`src/rtl/ext_mem_loader_if.sv`:
```
// Host command/response byte streams plus the IMEM and DMEM external ports
// that ext_mem_loader drives; master is the loader side.
interface ext_mem_loader_if;
  logic        s_valid;
  logic        s_ready;
  logic [7:0]  s_data;
  logic        m_valid;
  logic        m_ready;
  logic [7:0]  m_data;
  logic        cpu_enable;
  logic [63:0] addr_ext;
  logic        wen_ext;
  logic        ren_ext;
  logic [31:0] wdata_ext;
  logic [31:0] rdata_ext;
  logic [63:0] addr_ext_2;
  logic        wen_ext_2;
  logic        ren_ext_2;
  logic [63:0] wdata_ext_2;
  logic [63:0] rdata_ext_2;

  modport master (
    input  s_valid, s_data, m_ready, rdata_ext, rdata_ext_2,
    output s_ready, m_valid, m_data, cpu_enable,
           addr_ext, wen_ext, ren_ext, wdata_ext,
           addr_ext_2, wen_ext_2, ren_ext_2, wdata_ext_2
  );

  modport slave (
    output s_valid, s_data, m_ready, rdata_ext, rdata_ext_2,
    input  s_ready, m_valid, m_data, cpu_enable,
           addr_ext, wen_ext, ren_ext, wdata_ext,
           addr_ext_2, wen_ext_2, ren_ext_2, wdata_ext_2
  );
endinterface

```
`src/rtl/ext_mem_loader.sv`:
```
// Byte-stream command loader for the processor's IMEM/DMEM external ports;
// also owns the processor enable line (RUN/HALT).
module ext_mem_loader #(
  parameter int RD_LAT = 1
) (
  input  logic             clk,
  input  logic             arst_n,
  ext_mem_loader_if.master bus
);
  typedef enum logic [2:0] {ST_IDLE, ST_ADDR, ST_DATA, ST_WR, ST_RD, ST_RESP} state_t;

  localparam logic [7:0] OP_WR_IMEM = 8'h01;
  localparam logic [7:0] OP_WR_DMEM = 8'h02;
  localparam logic [7:0] OP_RD_IMEM = 8'h03;
  localparam logic [7:0] OP_RD_DMEM = 8'h04;
  localparam logic [7:0] OP_RUN     = 8'h05;
  localparam logic [7:0] OP_HALT    = 8'h06;
  localparam logic [7:0] RSP_OK     = 8'hA5;
  localparam logic [7:0] RSP_BUSY   = 8'hEB;
  localparam logic [7:0] RSP_BAD    = 8'hEE;
  localparam logic [1:0] RD_LAT_W   = 2'(RD_LAT);

  state_t      r_state, w_state_nxt;
  logic [7:0]  r_op;
  logic [2:0]  r_cnt;
  logic [15:0] r_idx;
  logic [63:0] r_wsr;
  logic [63:0] r_resp;
  logic [3:0]  r_resp_left;
  logic [1:0]  r_wait;
  logic        r_cpu_en;
  logic [63:0] r_addr_i, r_addr_d;
  logic [31:0] r_wdata_i;
  logic [63:0] r_wdata_d;
  logic        r_wen_i, r_ren_i, r_wen_d, r_ren_d;

  logic        w_s_ready, w_m_valid, w_s_hs, w_m_hs;
  logic        w_is_imem, w_is_wr, w_data_last, w_mem_op;
  logic [15:0] w_idx_nxt;
  logic [63:0] w_wsr_nxt;

  assign w_s_hs      = bus.s_valid & w_s_ready;
  assign w_m_hs      = w_m_valid & bus.m_ready;
  assign w_is_imem   = (r_op == OP_WR_IMEM) || (r_op == OP_RD_IMEM);
  assign w_is_wr     = (r_op == OP_WR_IMEM) || (r_op == OP_WR_DMEM);
  assign w_data_last = (r_cnt == (w_is_imem ? 3'd3 : 3'd7));
  assign w_mem_op    = (bus.s_data >= OP_WR_IMEM) && (bus.s_data <= OP_RD_DMEM);
  assign w_idx_nxt   = {r_idx[7:0], bus.s_data};
  // Data arrives LSB first, so bytes shift in from the top.
  assign w_wsr_nxt   = {bus.s_data, r_wsr[63:8]};

  // NOTE: state registers use non-blocking assignment so every flop samples
  // pre-edge values regardless of process evaluation order.
  always_ff @(posedge clk or negedge arst_n) begin
    if (!arst_n) r_state <= ST_IDLE;
    else         r_state <= w_state_nxt;
  end

  // NOTE: every output of this block gets a default first; a path that left
  // one unassigned would infer a latch.
  always_comb begin
    w_state_nxt = r_state;
    w_s_ready   = 1'b0;
    w_m_valid   = 1'b0;
    case (r_state)
      ST_IDLE: begin
        w_s_ready = 1'b1;
        if (w_s_hs) w_state_nxt = w_mem_op ? ST_ADDR : ST_RESP;
      end
      ST_ADDR: begin
        w_s_ready = 1'b1;
        if (w_s_hs && r_cnt == 3'd1) begin
          if (w_is_wr)       w_state_nxt = ST_DATA;
          else if (r_cpu_en) w_state_nxt = ST_RESP;
          else               w_state_nxt = ST_RD;
        end
      end
      ST_DATA: begin
        w_s_ready = 1'b1;
        if (w_s_hs && w_data_last) w_state_nxt = r_cpu_en ? ST_RESP : ST_WR;
      end
      ST_WR:   w_state_nxt = ST_RESP;
      ST_RD:   if (r_wait == RD_LAT_W) w_state_nxt = ST_RESP;
      ST_RESP: begin
        w_m_valid = 1'b1;
        if (w_m_hs && r_resp_left == 4'd1) w_state_nxt = ST_IDLE;
      end
      default: w_state_nxt = ST_IDLE;
    endcase
  end

  always_ff @(posedge clk or negedge arst_n) begin
    if (!arst_n) begin
      r_op        <= '0;
      r_cnt       <= '0;
      r_idx       <= '0;
      r_wsr       <= '0;
      r_resp      <= '0;
      r_resp_left <= '0;
      r_wait      <= '0;
      r_cpu_en    <= 1'b0;
      r_addr_i    <= '0;
      r_addr_d    <= '0;
      r_wdata_i   <= '0;
      r_wdata_d   <= '0;
      r_wen_i     <= 1'b0;
      r_ren_i     <= 1'b0;
      r_wen_d     <= 1'b0;
      r_ren_d     <= 1'b0;
    end else begin
      r_wen_i <= 1'b0;
      r_ren_i <= 1'b0;
      r_wen_d <= 1'b0;
      r_ren_d <= 1'b0;
      case (r_state)
        ST_IDLE: if (w_s_hs) begin
          r_op  <= bus.s_data;
          r_cnt <= '0;
          r_resp_left <= 4'd1;
          case (bus.s_data)
            OP_RUN:  begin r_cpu_en <= 1'b1; r_resp <= {56'd0, RSP_OK}; end
            OP_HALT: begin r_cpu_en <= 1'b0; r_resp <= {56'd0, RSP_OK}; end
            OP_WR_IMEM, OP_WR_DMEM, OP_RD_IMEM, OP_RD_DMEM: ;
            default: r_resp <= {56'd0, RSP_BAD};
          endcase
        end
        ST_ADDR: if (w_s_hs) begin
          r_idx <= w_idx_nxt;
          r_cnt <= r_cnt + 3'd1;
          if (r_cnt == 3'd1) begin
            r_cnt <= '0;
            if (!w_is_wr) begin
              if (r_cpu_en) begin
                r_resp      <= {56'd0, RSP_BUSY};
                r_resp_left <= 4'd1;
              end else begin
                r_wait <= '0;
                if (w_is_imem) begin
                  r_ren_i  <= 1'b1;
                  r_addr_i <= {46'd0, w_idx_nxt, 2'b00};
                end else begin
                  r_ren_d  <= 1'b1;
                  r_addr_d <= {45'd0, w_idx_nxt, 3'b000};
                end
              end
            end
          end
        end
        ST_DATA: if (w_s_hs) begin
          r_wsr <= w_wsr_nxt;
          r_cnt <= r_cnt + 3'd1;
          if (w_data_last) begin
            if (r_cpu_en) begin
              r_resp      <= {56'd0, RSP_BUSY};
              r_resp_left <= 4'd1;
            end else if (w_is_imem) begin
              r_wen_i   <= 1'b1;
              r_addr_i  <= {46'd0, r_idx, 2'b00};
              r_wdata_i <= w_wsr_nxt[63:32];
            end else begin
              r_wen_d   <= 1'b1;
              r_addr_d  <= {45'd0, r_idx, 3'b000};
              r_wdata_d <= w_wsr_nxt;
            end
          end
        end
        ST_WR: begin
          r_resp      <= {56'd0, RSP_OK};
          r_resp_left <= 4'd1;
        end
        ST_RD: begin
          r_wait <= r_wait + 2'd1;
          if (r_wait == RD_LAT_W) begin
            r_resp      <= w_is_imem ? {32'd0, bus.rdata_ext} : bus.rdata_ext_2;
            r_resp_left <= w_is_imem ? 4'd4 : 4'd8;
          end
        end
        ST_RESP: if (w_m_hs) begin
          r_resp      <= {8'd0, r_resp[63:8]};
          r_resp_left <= r_resp_left - 4'd1;
        end
        default: ;
      endcase
    end
  end

  assign bus.s_ready     = w_s_ready;
  assign bus.m_valid     = w_m_valid;
  assign bus.m_data      = r_resp[7:0];
  assign bus.cpu_enable  = r_cpu_en;
  assign bus.addr_ext    = r_addr_i;
  assign bus.wen_ext     = r_wen_i;
  assign bus.ren_ext     = r_ren_i;
  assign bus.wdata_ext   = r_wdata_i;
  assign bus.addr_ext_2  = r_addr_d;
  assign bus.wen_ext_2   = r_wen_d;
  assign bus.ren_ext_2   = r_ren_d;
  assign bus.wdata_ext_2 = r_wdata_d;
endmodule

```
`src/flat_wrapper.sv`:
```
// flat-port wrapper written by rule: the top's interface ports become plain ports
module ext_mem_loader_flat 
#(
  parameter int RD_LAT = 1
)
  (clk, arst_n, bus_s_valid, bus_s_data, bus_m_ready, bus_rdata_ext, bus_rdata_ext_2, bus_s_ready, bus_m_valid, bus_m_data, bus_cpu_enable, bus_addr_ext, bus_wen_ext, bus_ren_ext, bus_wdata_ext, bus_addr_ext_2, bus_wen_ext_2, bus_ren_ext_2, bus_wdata_ext_2);
  ext_mem_loader_if bus_i ();
  input  logic clk;
  input  logic arst_n;
  input wire logic [$bits(bus_i.s_valid)-1:0] bus_s_valid;
  input wire logic [$bits(bus_i.s_data)-1:0] bus_s_data;
  input wire logic [$bits(bus_i.m_ready)-1:0] bus_m_ready;
  input wire logic [$bits(bus_i.rdata_ext)-1:0] bus_rdata_ext;
  input wire logic [$bits(bus_i.rdata_ext_2)-1:0] bus_rdata_ext_2;
  output wire logic [$bits(bus_i.s_ready)-1:0] bus_s_ready;
  output wire logic [$bits(bus_i.m_valid)-1:0] bus_m_valid;
  output wire logic [$bits(bus_i.m_data)-1:0] bus_m_data;
  output wire logic [$bits(bus_i.cpu_enable)-1:0] bus_cpu_enable;
  output wire logic [$bits(bus_i.addr_ext)-1:0] bus_addr_ext;
  output wire logic [$bits(bus_i.wen_ext)-1:0] bus_wen_ext;
  output wire logic [$bits(bus_i.ren_ext)-1:0] bus_ren_ext;
  output wire logic [$bits(bus_i.wdata_ext)-1:0] bus_wdata_ext;
  output wire logic [$bits(bus_i.addr_ext_2)-1:0] bus_addr_ext_2;
  output wire logic [$bits(bus_i.wen_ext_2)-1:0] bus_wen_ext_2;
  output wire logic [$bits(bus_i.ren_ext_2)-1:0] bus_ren_ext_2;
  output wire logic [$bits(bus_i.wdata_ext_2)-1:0] bus_wdata_ext_2;
  assign bus_i.s_valid = bus_s_valid;
  assign bus_i.s_data = bus_s_data;
  assign bus_i.m_ready = bus_m_ready;
  assign bus_i.rdata_ext = bus_rdata_ext;
  assign bus_i.rdata_ext_2 = bus_rdata_ext_2;
  assign bus_s_ready = bus_i.s_ready;
  assign bus_m_valid = bus_i.m_valid;
  assign bus_m_data = bus_i.m_data;
  assign bus_cpu_enable = bus_i.cpu_enable;
  assign bus_addr_ext = bus_i.addr_ext;
  assign bus_wen_ext = bus_i.wen_ext;
  assign bus_ren_ext = bus_i.ren_ext;
  assign bus_wdata_ext = bus_i.wdata_ext;
  assign bus_addr_ext_2 = bus_i.addr_ext_2;
  assign bus_wen_ext_2 = bus_i.wen_ext_2;
  assign bus_ren_ext_2 = bus_i.ren_ext_2;
  assign bus_wdata_ext_2 = bus_i.wdata_ext_2;
  ext_mem_loader #(.RD_LAT(RD_LAT)) u_core (.clk(clk), .arst_n(arst_n), .bus(bus_i));
endmodule
```
`config.mk`:
```
export PLATFORM = sky130hd
export DESIGN_NAME = ext_mem_loader_flat
export DESIGN_NICKNAME = d
export VERILOG_FILES = /design/src/rtl/ext_mem_loader_if.sv /design/src/rtl/ext_mem_loader.sv /design/src/flat_wrapper.sv
export SDC_FILE = /design/constraint.sdc
export NUM_CORES = 1
export LEC_CHECK = 0
export BUFFER_PORTS_ARGS = -buffer_cell sky130_fd_sc_hd__buf_2
export CAP_MARGIN = 20
export CORE_AREA = 10 10 202 280
export CTS_BUF_LIST = sky130_fd_sc_hd__clkbuf_4
export CTS_CLUSTER_SIZE = 30
export DETAILED_ROUTE_END_ITERATION = 10
export DIE_AREA = 0 0 212 290
export GPL_ROUTABILITY_DRIVEN = 0
export PLACE_DENSITY = 0.51
export SYNTH_ARGS = -nofsm -noshare
export SYNTH_HDL_FRONTEND = slang
export SYNTH_SLANG_ARGS = --single-unit
```
`constraint.sdc`:
```
create_clock -name clk -period 3.3 [get_ports clk]
set_input_delay 0.33 -clock clk [delete_from_list [all_inputs] [get_ports clk]]
set_output_delay 0.33 -clock clk [all_outputs]
set_load 0.01 [all_outputs]
```
==> flow_summary.ini, run 1 <==
[status]
status = complete, no violations

[synth]
netlist.area_leader.share_pct = 54.9
yosys-top-cells-count = dfrtp_1 (289), mux2_2 (228), buf_4 (104)
ys_async_sr_fraction_pct = 100
synth_cells = 994
synth.cell_area_um2 = 13200
yosysSeqAreaShare_pct = 54.9
syn_avg_cell_area_um2 = 13.2
synthTopCellsByArea = dfrtp_1 (55%), mux2_2 (20%), buf_4 (5.9%)
synth_top_area_cell = dfrtp_1
yosysMostFrequentCell = dfrtp_1
synth_cell_types = 51
synth-seq-cells = 289
ys_warn_count = 0
synth_edf_count = 0
synth_flop_cell = dfrtp_1

[drt]
drtAntennaViolNets = 0
drc_errors = 0
routed_via_density = 4.37
num_vias = 9174
wl_um = 39200
drtPass1Iterations = 9
wl_per_cell_um = 18.7
drt-initial-drc-count = 490

[die]
start_util_pct = 25.7
die_w_um = 212
die_h_um = 290
dieArea_um2 = 61500
rows = 98
core-area_um2 = 51100
pin_count = 347

[grt]
overflow = 0
grt_pass1_wl_um = 60200
grt_pass1_vias = 10000
grt_max_degree = 83
antenna_found_initial = 2
grt_usage_pct = 12.6

[sta]
drv_slew = 0
hold_violations = 0
period_needed_ns = 3.12
finClkSkew_ns = 0.0408
fin_ws_ns = 0.182
post-route-period-util_pct = 94.5
rsz0062_at_grt = false
setup_tns_ns = 0
worstMarginPinSlew_ns = 1.04
max-slew-margin-rel_pct = 30.8
fmax_mhz = 321
setup-violations-final = 0

[clock_network]
cts_made_buffers = 77
clock-root-buffer = clkbuf_4
clk_latency_ns = 0.79
cts.sinks = 289
htreeDepth = 3
clkTransAtPathRegs_ns = 0.07
cts_tree = done
cts-resized-gates = 0
cts_max_path_buffers = 3

[placement]
place_hpwl_um = 27600
post-place-ws_ns = 0.347
port-buffer-count = 250
placedCellCount = 1862

[final_layout]
nFillCells = 5121
fin_nets = 1514
drive_above_1_share_pct = 46.6
area_delta_synth_final_pct = 29.2
final_core_util_pct = 33.3
final_cell_count_no_fill = 2097

[worst_setup_path]
reg2regPathDepth = 8
cp_num_buf_inv = 3
critPathTopFamily = buffers and inverters
crit_chain = buf_4 -> nor4b_2 -> nand4b_1 -> nor2_1 -> o21ai_0 -> dlygate4sd3_1 -> nand2_1 -> dlygate4sd3_1
crit_type = reg2reg
cpMaxStageDelayCell = nor4b_2
crit_top_cell = dlygate4sd3_1
end_kind = flip-flop
cp.depth = 8
cp.arrival_ns = 3.83
crit_fanout = 22
crit_path_max_incr_delay_ns = 0.90
crit_required_ns = 4.02
start_kind = flip-flop

[hold_path]
hold_path.class = in2reg
whs_path_depth = 4

[flow_run]
cap_viol_max_count = 0

[power]
power_mw = 11.7
power_leakage_nw = 8.56
power_density_nw_per_um2 = 686
ir_drop_v = 0.000326
[per-layer routing]
metal  track usage (%)  share of wire, %
met1              13.9                40
met2              21.1                48
met3              4.11               8.6
met4              6.71               3.2
met5                 0                 0
[registers in the layout, indices dropped and copies added, names as in the netlist, 2 cells and up]
name and count:
u_core.bus.addr_ext_2 16, u_core.r_wait 2, u_core.r_op 8, u_core.r_resp_left 4
u_core.r_state 3, u_core.r_resp 64, u_core.bus.wdata_ext_2 64, u_core.r_wsr 56
u_core.bus.addr_ext 16, u_core.r_idx 16, u_core.r_cnt 3, u_core.bus.wdata_ext 32
[logic make-up (layout without fill, tap and decap cells)]
family          Yosys count  after routing  share of synthesized area (%)
buf+inv                 208            564                           9.24
mux                     290            290                           25.1
other cells               1             98                         0.0285
simple gates             88             88                           3.68
fa+ha+maj                 5              5                          0.475
xor+xnor                  3              3                          0.200
compound gates          110            110                           6.31
flops                   289            289                           54.9
[final cells by class]
class	count	area [um2]	area share, %
diodes	2	5.00	0.0294
clock buffers	108	811	4.77
clock inverters	15	120	0.706
inverters	47	176	1.04
multi-input cells	592	5130	30.2
flip-flops and latches	289	7230	42.5
well taps	650	813	4.78
repair buffers	394	2720	16.0
[tightest hold or removal path: stages]
cell and delay, ns:
buf_2 0.08, mux2i_1 0.13, o221ai_1 0.19, mux2_2 0.15
[what timing repair did]
| action | 4_1_cts | 5_1_grt |
|---|---|---|
| hold endpoints to repair | 187 | 0 |
| endpoints found under the setup margin | 0 | 1 |
| buffers inserted | 0 | 4 |
| hold buffers | 105 | 0 |
[through the flow]
step,cell area [um2],hold WS [ns]
2_1_floorplan,13500,0.0344
3_3_place_gp,15000,0.376
3_5_place_dp,15000,0.389
4_1_cts,17000,0.00181
5_1_grt,17000,0.0717
6_report,17000,0.131
[path summary, 6_finish.rpt]
kind	slack [ns]	to	start
setup / recovery	0.18	u_core.bus.cpu_enable$_DFFE_PN0P_	u_core.r_state[1]$_DFFE_PN0P_
hold / removal	0.13	u_core.r_resp[7]$_DFFE_PN0P_	bus_rdata_ext_2[7]
setup reg to reg	0.18	u_core.bus.cpu_enable$_DFFE_PN0P_	u_core.r_state[1]$_DFFE_PN0P_
hold reg to reg	0.48	u_core.bus.wdata_ext_2[57]$_DFFE_PN0P_	u_core.bus.wdata_ext_2[57]$_DFFE_PN0P_
max in group asynchronous	2.14	u_core.bus.addr_ext_2[10]$_DFFE_PN0P_	arst_n
min in group asynchronous	0.14	u_core.bus.wdata_ext_2[2]$_DFFE_PN0P_	arst_n
[power breakdown]
group / internal [mW] / switching [mW] / leakage, nW / total [mW]
Sequential: 4.16 / 0.403 / 3.87 / 4.56
Combinational: 1.99 / 1.99 / 4.13 / 3.98
Clock: 1.65 / 1.48 / 0.554 / 3.13
Total: 7.79 / 3.88 / 8.56 / 11.7
[placed cells by master (no fill, tap or decap), drive strengths merged, types with 13 or more instances in the layout]
cell	count
dfrtp	289
buf	289
mux2	252
clkbuf	108
dlygate4sd3	105
conb	96
inv	49
mux2i	38
nand2	29
a222oi	28
o21ai	24
a22o	16
a21oi	16
nor2	13
(Power assumes the default switching activity.)
==> run 2: changes to the inputs <==
--- a/config.mk
+++ b/config.mk
@@ -5,15 +5,17 @@
 export SDC_FILE = /design/constraint.sdc
 export NUM_CORES = 1
 export LEC_CHECK = 0
+export ABC_AREA = 1
 export BUFFER_PORTS_ARGS = -buffer_cell sky130_fd_sc_hd__buf_2
 export CAP_MARGIN = 20
-export CORE_AREA = 10 10 202 280
+export CORE_AREA = 10 10 204 283
 export CTS_BUF_LIST = sky130_fd_sc_hd__clkbuf_4
 export CTS_CLUSTER_SIZE = 30
 export DETAILED_ROUTE_END_ITERATION = 10
-export DIE_AREA = 0 0 212 290
+export DIE_AREA = 0 0 214 293
 export GPL_ROUTABILITY_DRIVEN = 0
 export PLACE_DENSITY = 0.51
 export SYNTH_ARGS = -nofsm -noshare
 export SYNTH_HDL_FRONTEND = slang
 export SYNTH_SLANG_ARGS = --single-unit
+export TNS_END_PERCENT = 100
==> run 2 against run 1 <==
Wire length rose by 13%. Worst hold slack got worse by 0.027 ns. Clock skew rose by 0.044 ns. First-iteration DRC count rose by 40%. Global-route usage rose by 1.5 points. Sequential share of layout area fell by 0.33 points. Utilization fell by 0.72 points. Maximum frequency rose by 8.5%. Power rose by 11%. Final cell count rose by 31%. Critical path type unchanged. Critical endpoint is now u_core.r_resp[6]$_DFFE_PN0P_.
==> flow_summary.ini, run 2 <==
[status]
status = complete, no violations

[worst_setup_path]
start_kind = flip-flop
crit_required_ns = 3.97
cp.arrival_ns = 3.54
crit_chain = nor2_2 -> nand2_2 -> clkinv_1 -> buf_12 -> nand3_1 -> nand4_1 -> dlygate4sd3_1 -> nand3_1 -> nand2_1
reg2regPathDepth = 9
end_kind = flip-flop
rrSetupSlack_ns = 0.43
rr_endpoint = u_core.r_resp[6]$_DFFE_PN0P_
crit_fanout = 37
cp_num_buf_inv = 3
crit_type = reg2reg
critPathTopFamily = buffers and inverters
cpMaxStageDelayCell = dlygate4sd3_1
crit-reg2reg-launch = u_core.r_state[0]$_DFFE_PN0P_
crit_path_max_incr_delay_ns = 0.60
crit_top_cell = nand3_1

[hold_path]
whs_path_depth = 4
hold_end = u_core.bus.addr_ext_2[7]$_DFFE_PN0P_
hold_path.class = in2reg
hp-start = bus_s_data[4]

[grt]
grt_usage_pct = 14.1
grt_max_degree = 99
overflow = 0
grt_pass1_wl_um = 71200
antenna_found_initial = 2
grt_pass1_vias = 12500

[sta]
finClkSkew_ns = 0.0852
worstMarginPinSlew_ns = 0.901
setup_tns_ns = 0
max-slew-margin-rel_pct = 39.8
hold_violations = 0
post-route-period-util_pct = 87.1
fmax_mhz = 348
period_needed_ns = 2.87
holdWs_ns = 0.103
rsz0062_at_grt = false
drv_slew = 0
setup-violations-final = 0

[die]
die_h_um = 293
die_w_um = 214
rows = 100
core-area_um2 = 52700
start_util_pct = 25.6
pin_count = 347
dieArea_um2 = 62700

[synth]
synth_flop_cell = dfrtp_1
synth_edf_count = 0
yosysMostFrequentCell = nand2_1
synth.cell_area_um2 = 13500
synth_cells = 1622
ys_async_sr_fraction_pct = 100
synth_top_area_cell = dfrtp_1
synth_cell_types = 37
yosys-top-cells-count = nand2_1 (537), dfrtp_1 (289), nand3_1 (179)
netlist.area_leader.share_pct = 53.5
synth-seq-cells = 289
synthTopCellsByArea = dfrtp_1 (54%), nand2_1 (15%), nand3_1 (6.6%)
syn_avg_cell_area_um2 = 8.33
ys_warn_count = 0
yosysSeqAreaShare_pct = 53.5

[final_layout]
final_common_cell = nand2_1
layout_common_cells = nand2_1 (535), dfrtp_1 (289), buf_2 (249)
drive_above_1_share_pct = 20.9
fin_nets = 2098
area_delta_synth_final_pct = 26.9

[drt]
wl_per_cell_um = 16.1
num_vias = 12000
drtAntennaViolNets = 0
drtPass1Iterations = 5
drt-initial-drc-count = 685
wl_um = 44500
drc_errors = 0
routed_via_density = 4.37

[power]
power_leakage_nw = 9.08
ir_drop_v = 0.000421
power_density_nw_per_um2 = 755

[placement]
place_hpwl_um = 31300
port-buffer-count = 250

[clock_network]
cts.sinks = 289
hold_buffers = 107
clock-root-buffer = clkbuf_4
cts_tree = done
cts-resized-gates = 0
htreeDepth = 3
clk_latency_ns = 0.81
cts_max_path_buffers = 3
post_cts_buffers = 0
clkTransAtPathRegs_ns = 0.07
cts_made_buffers = 80

[flow_run]
cap_viol_max_count = 0
==> run 2: cell types whose count changed in the layout (fill, tap and decap cells not counted), moves of 24 or more <==
cell,previous run,this run
mux2_4,24,0
nand2_1,29,535
nand4_1,0,24
o21ai_1,0,32
mux2i_1,38,1
nand3_1,0,179
inv_1,47,103
o21ai_0,24,156
a222oi_1,28,0
mux2_2,228,0
==> run 2: logic make-up (layout without fill, tap and decap cells) <==
logic type	count (synthesis)	count (layout)	synth area share, %
and+or+nand+nor	797	797	25.0
buffers and inverters	306	628	12.1
DFF	289	289	53.5
AOI/OAI and AO/OA	219	219	8.50
adders and majority gates	5	5	0.463
xor gates and xnor gates	4	4	0.259
other	1	98	0.0278
muxes	1	1	0.0741
==> run 2: where the power goes <==
group | internal, mW | total (mW) | switching (mW)
combinational | 1.58 | 4.90 | 3.31
sequential | 4.37 | 4.87 | 0.500
clock | 1.57 | 3.17 | 1.60
==> run 2: per-layer routing <==
layer,track usage (%),vias to the layer above,wire length [um]
li1,-,5794,-
met1,16.1,5722,18000
met2,24.0,457,21900
met3,4.31,66,3460
met4,5.64,0,1080
met5,0,-,0
==> run 2: worst reg2reg max path, delay by kind of cell, from the launching register on <==
family | cells | cell delay [ns]
DFF | 1 | 0.58
and+or+nand+nor | 6 | 0.76
buffers and inverters | 3 | 1.40
==> run 2: layout make-up <==
| type | count | area (um2) |
|---|---|---|
| Multi-Input combinational cell | 1122 | 5030 |
| Clock inverter | 31 | 166 |
| Inverter | 112 | 420 |
| Timing Repair Buffer | 380 | 2610 |
| Antenna cell | 2 | 5.00 |
| Fill cell | 5605 | 35500 |
| Sequential cell | 289 | 7230 |
| Tap cell | 714 | 893 |
| Clock buffer | 105 | 788 |
==> run 2: how the worst max path moves through the flow <==
stage                                  start                                    end  slack, ns  cells past startpoint
5_1_grt        u_core.r_state[0]$_DFFE_PN0P_           u_core.r_resp[6]$_DFFE_PN0P_       0.32                      9
4_1_cts        u_core.r_state[0]$_DFFE_PN0P_           u_core.r_resp[6]$_DFFE_PN0P_       0.44                      9
3_5_place_dp      u_core.r_op[7]$_DFFE_PN0P_          u_core.r_resp[40]$_DFFE_PN0P_       0.81                     11
2_1_floorplan  u_core.r_state[0]$_DFFE_PN0P_  u_core.bus.addr_ext_2[11]$_DFFE_PN0P_       1.61                     10
6_report       u_core.r_state[0]$_DFFE_PN0P_           u_core.r_resp[6]$_DFFE_PN0P_       0.43                      9
3_3_place_gp      u_core.r_op[7]$_DFFE_PN0P_          u_core.r_resp[46]$_DFFE_PN0P_       0.87                     11
==> run 2: through the flow <==
stage / cells / instance area [um2] / util, % / setup WS [ns] / power [mW]
3_3_place_gp: 2510 / 15100 / 28.7 / 0.866 / 9.50
6_report: 2755 / 17100 / 32.5 / 0.427 / 12.9
3_5_place_dp: 2510 / 15100 / 28.7 / 0.812 / 9.56
5_1_grt: 2755 / 17100 / 32.5 / 0.324 / 14.0
2_1_floorplan: 1717 / 13900 / - / 1.61 / 8.19
4_1_cts: 2753 / 17100 / 32.5 / 0.435 / 13.2
